===== src/rtl/mips_pkg.sv =====
// Shared MIPS decode constants and the per-instruction hazard decode helper
// used by the pipeline hazard/stall scheduler (hazard_ctrl).
package mips_pkg;

    // Primary opcodes
    localparam logic [5:0] OP_RTYPE = 6'h00;
    localparam logic [5:0] OP_J     = 6'h02;
    localparam logic [5:0] OP_JAL   = 6'h03;
    localparam logic [5:0] OP_BEQ   = 6'h04;
    localparam logic [5:0] OP_ORI   = 6'h0D;
    localparam logic [5:0] OP_LUI   = 6'h0F;
    localparam logic [5:0] OP_LW    = 6'h23;
    localparam logic [5:0] OP_SW    = 6'h2B;

    // R-type function codes
    localparam logic [5:0] FN_JR    = 6'h08;
    localparam logic [5:0] FN_MFHI  = 6'h10;
    localparam logic [5:0] FN_MTHI  = 6'h11;
    localparam logic [5:0] FN_MFLO  = 6'h12;
    localparam logic [5:0] FN_MTLO  = 6'h13;
    localparam logic [5:0] FN_MULT  = 6'h18;
    localparam logic [5:0] FN_MULTU = 6'h19;
    localparam logic [5:0] FN_DIV   = 6'h1A;
    localparam logic [5:0] FN_DIVU  = 6'h1B;
    localparam logic [5:0] FN_ADDU  = 6'h21;
    localparam logic [5:0] FN_SUBU  = 6'h23;

    // Tuse: stages until a source is needed; NONE (3) exceeds any Tnew, so it never stalls
    localparam logic [1:0] TUSE_0    = 2'd0;
    localparam logic [1:0] TUSE_1    = 2'd1;
    localparam logic [1:0] TUSE_2    = 2'd2;
    localparam logic [1:0] TUSE_NONE = 2'd3;

    // Tnew as seen from the E stage
    localparam logic [1:0] TNEW_0 = 2'd0;
    localparam logic [1:0] TNEW_1 = 2'd1;
    localparam logic [1:0] TNEW_2 = 2'd2;

    localparam logic [4:0] REG_ZERO = 5'd0;
    localparam logic [4:0] REG_RA   = 5'd31;

    typedef struct packed {
        logic [4:0] rs;
        logic [1:0] tuse_rs;
        logic [4:0] rt;
        logic [1:0] tuse_rt;
        logic [4:0] dest;       // 0 means no register write
        logic [1:0] tnew;       // Tnew when the instruction sits in E
        logic       start_mult; // mult/multu
        logic       start_div;  // div/divu
        logic       md_use;     // touches the mult/div unit or HI/LO
    } dec_t;

    // Decode one instruction word into its register usage and timing
    function automatic dec_t decode(input logic [31:0] ir);
        dec_t d;
        d            = '0;
        d.rs         = ir[25:21];
        d.rt         = ir[20:16];
        d.tuse_rs    = TUSE_NONE;
        d.tuse_rt    = TUSE_NONE;
        d.dest       = REG_ZERO;
        d.tnew       = TNEW_0;
        case (ir[31:26])
            OP_RTYPE: begin
                case (ir[5:0])
                    FN_ADDU, FN_SUBU: begin
                        d.tuse_rs = TUSE_1;
                        d.tuse_rt = TUSE_1;
                        d.dest    = ir[15:11];
                        d.tnew    = TNEW_1;
                    end
                    FN_JR: d.tuse_rs = TUSE_0;
                    FN_MULT, FN_MULTU: begin
                        d.tuse_rs    = TUSE_1;
                        d.tuse_rt    = TUSE_1;
                        d.start_mult = 1'b1;
                        d.md_use     = 1'b1;
                    end
                    FN_DIV, FN_DIVU: begin
                        d.tuse_rs   = TUSE_1;
                        d.tuse_rt   = TUSE_1;
                        d.start_div = 1'b1;
                        d.md_use    = 1'b1;
                    end
                    FN_MFHI, FN_MFLO: begin
                        d.dest   = ir[15:11];
                        d.tnew   = TNEW_1;
                        d.md_use = 1'b1;
                    end
                    FN_MTHI, FN_MTLO: begin
                        d.tuse_rs = TUSE_1;
                        d.md_use  = 1'b1;
                    end
                    default: d.md_use = 1'b0;
                endcase
            end
            OP_ORI: begin
                d.tuse_rs = TUSE_1;
                d.dest    = ir[20:16];
                d.tnew    = TNEW_1;
            end
            OP_LUI: begin
                d.dest = ir[20:16];
                d.tnew = TNEW_1;
            end
            OP_LW: begin
                d.tuse_rs = TUSE_1;
                d.dest    = ir[20:16];
                d.tnew    = TNEW_2;
            end
            OP_SW: begin
                d.tuse_rs = TUSE_1;
                d.tuse_rt = TUSE_2;
            end
            OP_BEQ: begin
                d.tuse_rs = TUSE_0;
                d.tuse_rt = TUSE_0;
            end
            OP_JAL: begin
                d.dest = REG_RA;
                d.tnew = TNEW_0;
            end
            default: d.dest = REG_ZERO;
        endcase
        return d;
    endfunction

    // Tnew one stage later (M): one cycle closer, floored at zero
    function automatic logic [1:0] tnew_at_mem(input logic [1:0] tnew_e);
        return (tnew_e == TNEW_0) ? TNEW_0 : (tnew_e - 2'd1);
    endfunction

endpackage


===== src/rtl/hazard_ctrl_md_busy_counter.sv =====
// Busy down-counter for the multi-cycle mult/div unit. Loaded when a
// mult/div leaves E, then counts down to zero; busy is registered.
module md_busy_counter
    import mips_pkg::*;
#(
    parameter int unsigned MULT_CYC = 5,
    parameter int unsigned DIV_CYC  = 10
) (
    input  logic Clock,
    input  logic Reset,
    input  logic start_mult,
    input  logic start_div,
    output logic busy
);

    localparam logic [3:0] MULT_LOAD_C = 4'(MULT_CYC);
    localparam logic [3:0] DIV_LOAD_C  = 4'(DIV_CYC);

    logic [3:0] cnt_r;
    logic [3:0] cnt_next_s;
    logic       busy_r;

    // Next count: a new operation reloads (even if still busy), otherwise count down
    always_comb begin
        cnt_next_s = cnt_r;
        if (start_mult) begin
            cnt_next_s = MULT_LOAD_C;
        end else if (start_div) begin
            cnt_next_s = DIV_LOAD_C;
        end else if (cnt_r != 4'd0) begin
            cnt_next_s = cnt_r - 4'd1;
        end else begin
            cnt_next_s = cnt_r;
        end
    end

    // Counter and busy flag registers; busy mirrors (cnt != 0) from a flop
    always_ff @(posedge Clock) begin
        if (Reset) begin
            cnt_r  <= 4'd0;
            busy_r <= 1'b0;
        end else begin
            cnt_r  <= cnt_next_s;
            busy_r <= (cnt_next_s != 4'd0);
        end
    end

    assign busy = busy_r;

endmodule


===== src/rtl/hazard_ctrl.sv =====
// Pipeline hazard and stall scheduler for the 5-stage MIPS core.
// Detects RAW hazards forwarding cannot cover and mult/div unit conflicts,
// and drives PC/IF-ID hold and the ID/EX bubble.
// Optional: define HAZARD_STAT_EN to enable the Stall_Count statistics counter.
module hazard_ctrl
    import mips_pkg::*;
#(
    parameter int unsigned MULT_CYC = 5,
    parameter int unsigned DIV_CYC  = 10
) (
    input  logic        Clock,
    input  logic        Reset,
    input  logic [31:0] IR_D,
    input  logic [31:0] IR_E,
    input  logic [31:0] IR_M,
    output logic        Stall_F,
    output logic        Stall_D,
    output logic        Flush_E,
    output logic        MD_Busy,
    output logic [31:0] Stall_Count
);

    dec_t       dec_d_s;
    dec_t       dec_e_s;
    dec_t       dec_m_s;
    logic [1:0] tnew_m_s;
    logic       raw_stall_s;
    logic       md_stall_s;
    logic       stall_s;
    logic       md_busy_s;
    logic       unused_s;

    // A source hazards when it is a real register, matches the producer, and the
    // producer's value arrives later than the consumer needs it
    function automatic logic src_hazard(input logic [4:0] src, input logic [1:0] tuse,
                                        input logic [4:0] dest, input logic [1:0] tnew);
        return (src != REG_ZERO) && (src == dest) && (tnew > tuse);
    endfunction

    assign dec_d_s  = decode(IR_D);
    assign dec_e_s  = decode(IR_E);
    assign dec_m_s  = decode(IR_M);
    assign tnew_m_s = tnew_at_mem(dec_m_s.tnew);

    // Stall decision: RAW against E and M producers, plus mult/div unit conflicts
    always_comb begin
        raw_stall_s = src_hazard(dec_d_s.rs, dec_d_s.tuse_rs, dec_e_s.dest, dec_e_s.tnew)
                    | src_hazard(dec_d_s.rt, dec_d_s.tuse_rt, dec_e_s.dest, dec_e_s.tnew)
                    | src_hazard(dec_d_s.rs, dec_d_s.tuse_rs, dec_m_s.dest, tnew_m_s)
                    | src_hazard(dec_d_s.rt, dec_d_s.tuse_rt, dec_m_s.dest, tnew_m_s);
        md_stall_s  = dec_d_s.md_use
                    & (md_busy_s | dec_e_s.start_mult | dec_e_s.start_div);
        stall_s     = raw_stall_s | md_stall_s;
    end

    md_busy_counter #(
        .MULT_CYC (MULT_CYC),
        .DIV_CYC  (DIV_CYC)
    ) u_md_busy_counter (
        .Clock      (Clock),
        .Reset      (Reset),
        .start_mult (dec_e_s.start_mult),
        .start_div  (dec_e_s.start_div),
        .busy       (md_busy_s)
    );

    assign Stall_F = stall_s;
    assign Stall_D = stall_s;
    assign Flush_E = stall_s;
    assign MD_Busy = md_busy_s;

`ifdef HAZARD_STAT_EN
    logic [31:0] stall_count_r;

    // Count every clock edge on which the pipeline is held; wraps naturally
    always_ff @(posedge Clock) begin
        if (Reset) begin
            stall_count_r <= 32'h0;
        end else if (stall_s) begin
            stall_count_r <= stall_count_r + 32'd1;
        end else begin
            stall_count_r <= stall_count_r;
        end
    end

    assign Stall_Count = stall_count_r;
`else
    assign Stall_Count = 32'h0;
`endif

    // Decode fields that this block has no use for in a given stage
    assign unused_s = ^{dec_d_s.dest, dec_d_s.tnew, dec_d_s.start_mult, dec_d_s.start_div,
                        dec_e_s.rs, dec_e_s.rt, dec_e_s.tuse_rs, dec_e_s.tuse_rt, dec_e_s.md_use,
                        dec_m_s.rs, dec_m_s.rt, dec_m_s.tuse_rs, dec_m_s.tuse_rt,
                        dec_m_s.start_mult, dec_m_s.start_div, dec_m_s.md_use};

endmodule

===== config.mk =====
export PLATFORM = sky130hd
export DESIGN_NAME = hazard_ctrl
export DESIGN_NICKNAME = d
export VERILOG_FILES = /design/src/rtl/mips_pkg.sv /design/src/rtl/hazard_ctrl_md_busy_counter.sv /design/src/rtl/hazard_ctrl.sv
export SDC_FILE = /design/constraint.sdc
export NUM_CORES = 1
export LEC_CHECK = 0
export ABC_AREA = 0
export BUFFER_PORTS_ARGS = -buffer_cell sky130_fd_sc_hd__buf_2
export CAP_MARGIN = 20
export CORE_ASPECT_RATIO = 1.75
export CORE_MARGIN = 4
export CORE_UTILIZATION = 38
export CTS_BUF_LIST = sky130_fd_sc_hd__clkbuf_8
export CTS_CLUSTER_SIZE = 8
export DETAILED_ROUTE_END_ITERATION = 7
export GPL_ROUTABILITY_DRIVEN = 0
export HOLD_SLACK_MARGIN = 0.15
export PLACE_DENSITY_LB_ADDON = 0.1
export SYNTH_ARGS = -nofsm -noshare
export SYNTH_HDL_FRONTEND = slang
export SYNTH_SLANG_ARGS = --single-unit

===== constraint.sdc =====
create_clock -name Clock -period 4.1 [get_ports Clock]
set_input_delay 0.82 -clock Clock [delete_from_list [all_inputs] [get_ports Clock]]
set_output_delay 0.82 -clock Clock [all_outputs]
set_load 0.005 [all_outputs]

==> reports/qor.csv <==
metric,value,unit
max_slew headroom,0.607,
ratio of cells with drive above 1 in the final layout,0.351,
number of max-cap violations,0,
ant diodes,0,
outcome,completed,
top cell type's share of synthesized area,0.184,
Vias,1459,
mapped cell area,1390,µm²
cell-internal power,0.230,mW
register area share after synthesis,0.0721,
PD cells,216,nW/µm²
top-count cell post-synth,buf_4,
Nets,359,
Mapped Cells,177,
Initial Utilization,0.400,
Sw Ratio,0.382,
Final setup viols,0,
final hold violations,0,
Die Wd,53.7,µm
Final min period,3.81,ns
1st-iter DRT viols,8,
global-route wire length before repair,5.45,mm
vias per cell,4.93,
Unique masters post-synth,40,
multi-input logic area,1130,µm²
insertion delay to the later sink of the worst-skew pair,0.22,ns
Critical Path End Type,primary output,
number of synthesized flops with an enable pin,0,
FMAX,262,MHz
port bufs,70,
"worst slack, placed",0.248,ns
Area contributors post-synth,"buf_4 (18%), xnor2_1 (13%), ha_1 (8.1%)",
htree depth,1,
final slew viol count,0,
CTS tree,yes,
critical path class,primary input to primary output,
number of buffers created by CTS,3,
# fillers,371,
startpoint types,primary input,
Ys Warns,0,
Fin Clk Skew,0.00129,ns
Mean Syn Cell Area,7.85,µm²
total core area,3470,µm²
residual DRC count,0,
Setup TNS,0,ns
Post-synth top cells,"buf_4 (34), xnor2_1 (21), a21oi_1 (13), nor2_1 (13)",
Total GRT Usage,0.148,
ANT nets after route,0,
TritonRoute pass-1 iters,3,
LEAKAGE,0.819,nW
Final HPWL DP,3.19,mm
pin count of the biggest net entering global routing,7,
Rows,28,
reg2reg path depth,5,
Seq cells post-synth,5,
"setup slack, reg-to-reg",2.54,ns
unrepaired setup endpoints after global routing,false,
"Arr. time, crit path",2.99,ns
clock sink count,5,
antenna violations before repair,0,
NetSw,0.143,mW
launch point of the critical path,IR_M[31],
worst setup margin,0.290,ns
Critical Path Fanout Max,5,
Routed WL per cell,11.4,µm
# IOs,134,
gr ovfl total,0,
asr flop ratio synth,0,
smallest hold slack,0.613,ns
Critical Path End,Stall_F,
Synth area leader,buf_4,
Least-Margin Pin Slew,0.590,ns
Hold/Removal Path Class,flip-flop to flip-flop,
"IR drop worst, VDD",0.151,mV
FF/Latch Area,100,µm²
vias in the first global route,1400,
end of the worst register-to-register path,u_md_busy_counter.cnt_r[1]$_SDFF_PP0_,
WP data required,3.28,ns
Flop pwr share,0.213,
Comb pwr share,0.551,
Die H,88.0,µm
area grow syn2layout,24.1,%
clock root buffer master,clkbuf_8,
Post-Route WL,3.37,mm
RR Startpoint,u_md_busy_counter.cnt_r[0]$_SDFF_PP0_,
total die area,4720,µm²
period utilization,0.929,
clock slew seen by the registers of the worst setup and hold paths,0.03,ns
clock power share,0.236,
# Post-CTS Setup Buffers,0,
Clock Tree Buf Depth,2,
ys flop type,dfxtp_1,
[cell type report]
cell class / count / area share
multi-input combinational: 162 / 0.656
clock buffer: 3 / 0.0240
tap: 45 / 0.0327
timing repair buffer: 71 / 0.208
inverter: 9 / 0.0196
sequential: 5 / 0.0581
clock inverter: 1 / 0.00218
[metrics by stage]
stage	power [mW]	instance area (µm²)	std cells	utilization
floorplan	0.235	1510	210	-
global placement	0.284	1670	292	0.482
detailed placement	0.286	1670	292	0.482
CTS	0.376	1720	296	0.495
global route	0.409	1720	296	0.497
finish	0.373	1720	296	0.497
[power groups by stage]
stage	Clock, mW	Combinational [mW]	Sequential (mW)
2_1_floorplan	0	0.156	0.0790
3_3_place_gp	0	0.203	0.0807
3_5_place_dp	0	0.206	0.0804
4_1_cts	0.0899	0.207	0.0797
5_1_grt	0.0912	0.236	0.0816
6_report	0.0879	0.206	0.0795
[worst min path at each step]
stage,startpoint,end,slack [ns],depth (start not counted)
finish,u_md_busy_counter.cnt_r[1]$_SDFF_PP0_,u_md_busy_counter.busy$_SDFF_PP0_,0.61,2
global placement,u_md_busy_counter.cnt_r[1]$_SDFF_PP0_,u_md_busy_counter.busy$_SDFF_PP0_,0.61,2
CTS,u_md_busy_counter.cnt_r[1]$_SDFF_PP0_,u_md_busy_counter.busy$_SDFF_PP0_,0.62,2
detailed placement,u_md_busy_counter.cnt_r[1]$_SDFF_PP0_,u_md_busy_counter.busy$_SDFF_PP0_,0.61,2
floorplan,u_md_busy_counter.cnt_r[1]$_SDFF_PP0_,u_md_busy_counter.busy$_SDFF_PP0_,0.54,2
global route,u_md_busy_counter.cnt_r[1]$_SDFF_PP0_,u_md_busy_counter.busy$_SDFF_PP0_,0.66,2
[sequential cells by signal, indices dropped and copies added (netlist names)]
name / count
u_md_busy_counter.busy: 1
u_md_busy_counter.cnt_r: 4
[layer usage]
layer  track usage  routed length [µm]
met1         0.140                1020
met2         0.313                1990
met3       0.00852                 311
met4        0.0395                  44
met5             0                   0
[placed cells by master, fill, tap and decap left out, types with 5 or more instances in the layout]
| cell type | instances |
|---|---|
| conb_1 | 34 |
| xnor2_1 | 21 |
| buf_2 | 70 |
| inv_1 | 10 |
| dfxtp_1 | 5 |
| ha_1 | 9 |
| nor2_1 | 13 |
| a21oi_1 | 13 |
| a221oi_2 | 5 |
| a221oi_1 | 5 |
[worst max-delay path, cell delays in order]
cell and delay (ns):
buf_2 0.12, or4_1 0.53, a211oi_2 0.37, a221oi_1 0.23, xnor2_1 0.17, a2111oi_0 0.37, nand2_1 0.14, o211ai_2 0.11
buf_2 0.14
[kinds of logic (layout without fill, tap and decap cells)]
kind of cell    after synthesis  count (layout)  synth area share
simple gates                 59              59             0.275
other cells                   1              34           0.00270
xor+xnor                     21              21             0.132
flops                         5               5            0.0721
fa+ha+maj                     9               9            0.0811
buf+inv                      43              84             0.208
compound gates               39              39             0.229
[repair_timing]
item | 4_1_cts | 5_1_grt
resized for setup | 0 | 1
hold buffers | 0 | 0
endpoints found under the hold margin | 0 | 0
endpoints found under the setup margin | 0 | 3
No activity file was read; power rests on OpenSTA's default activity.
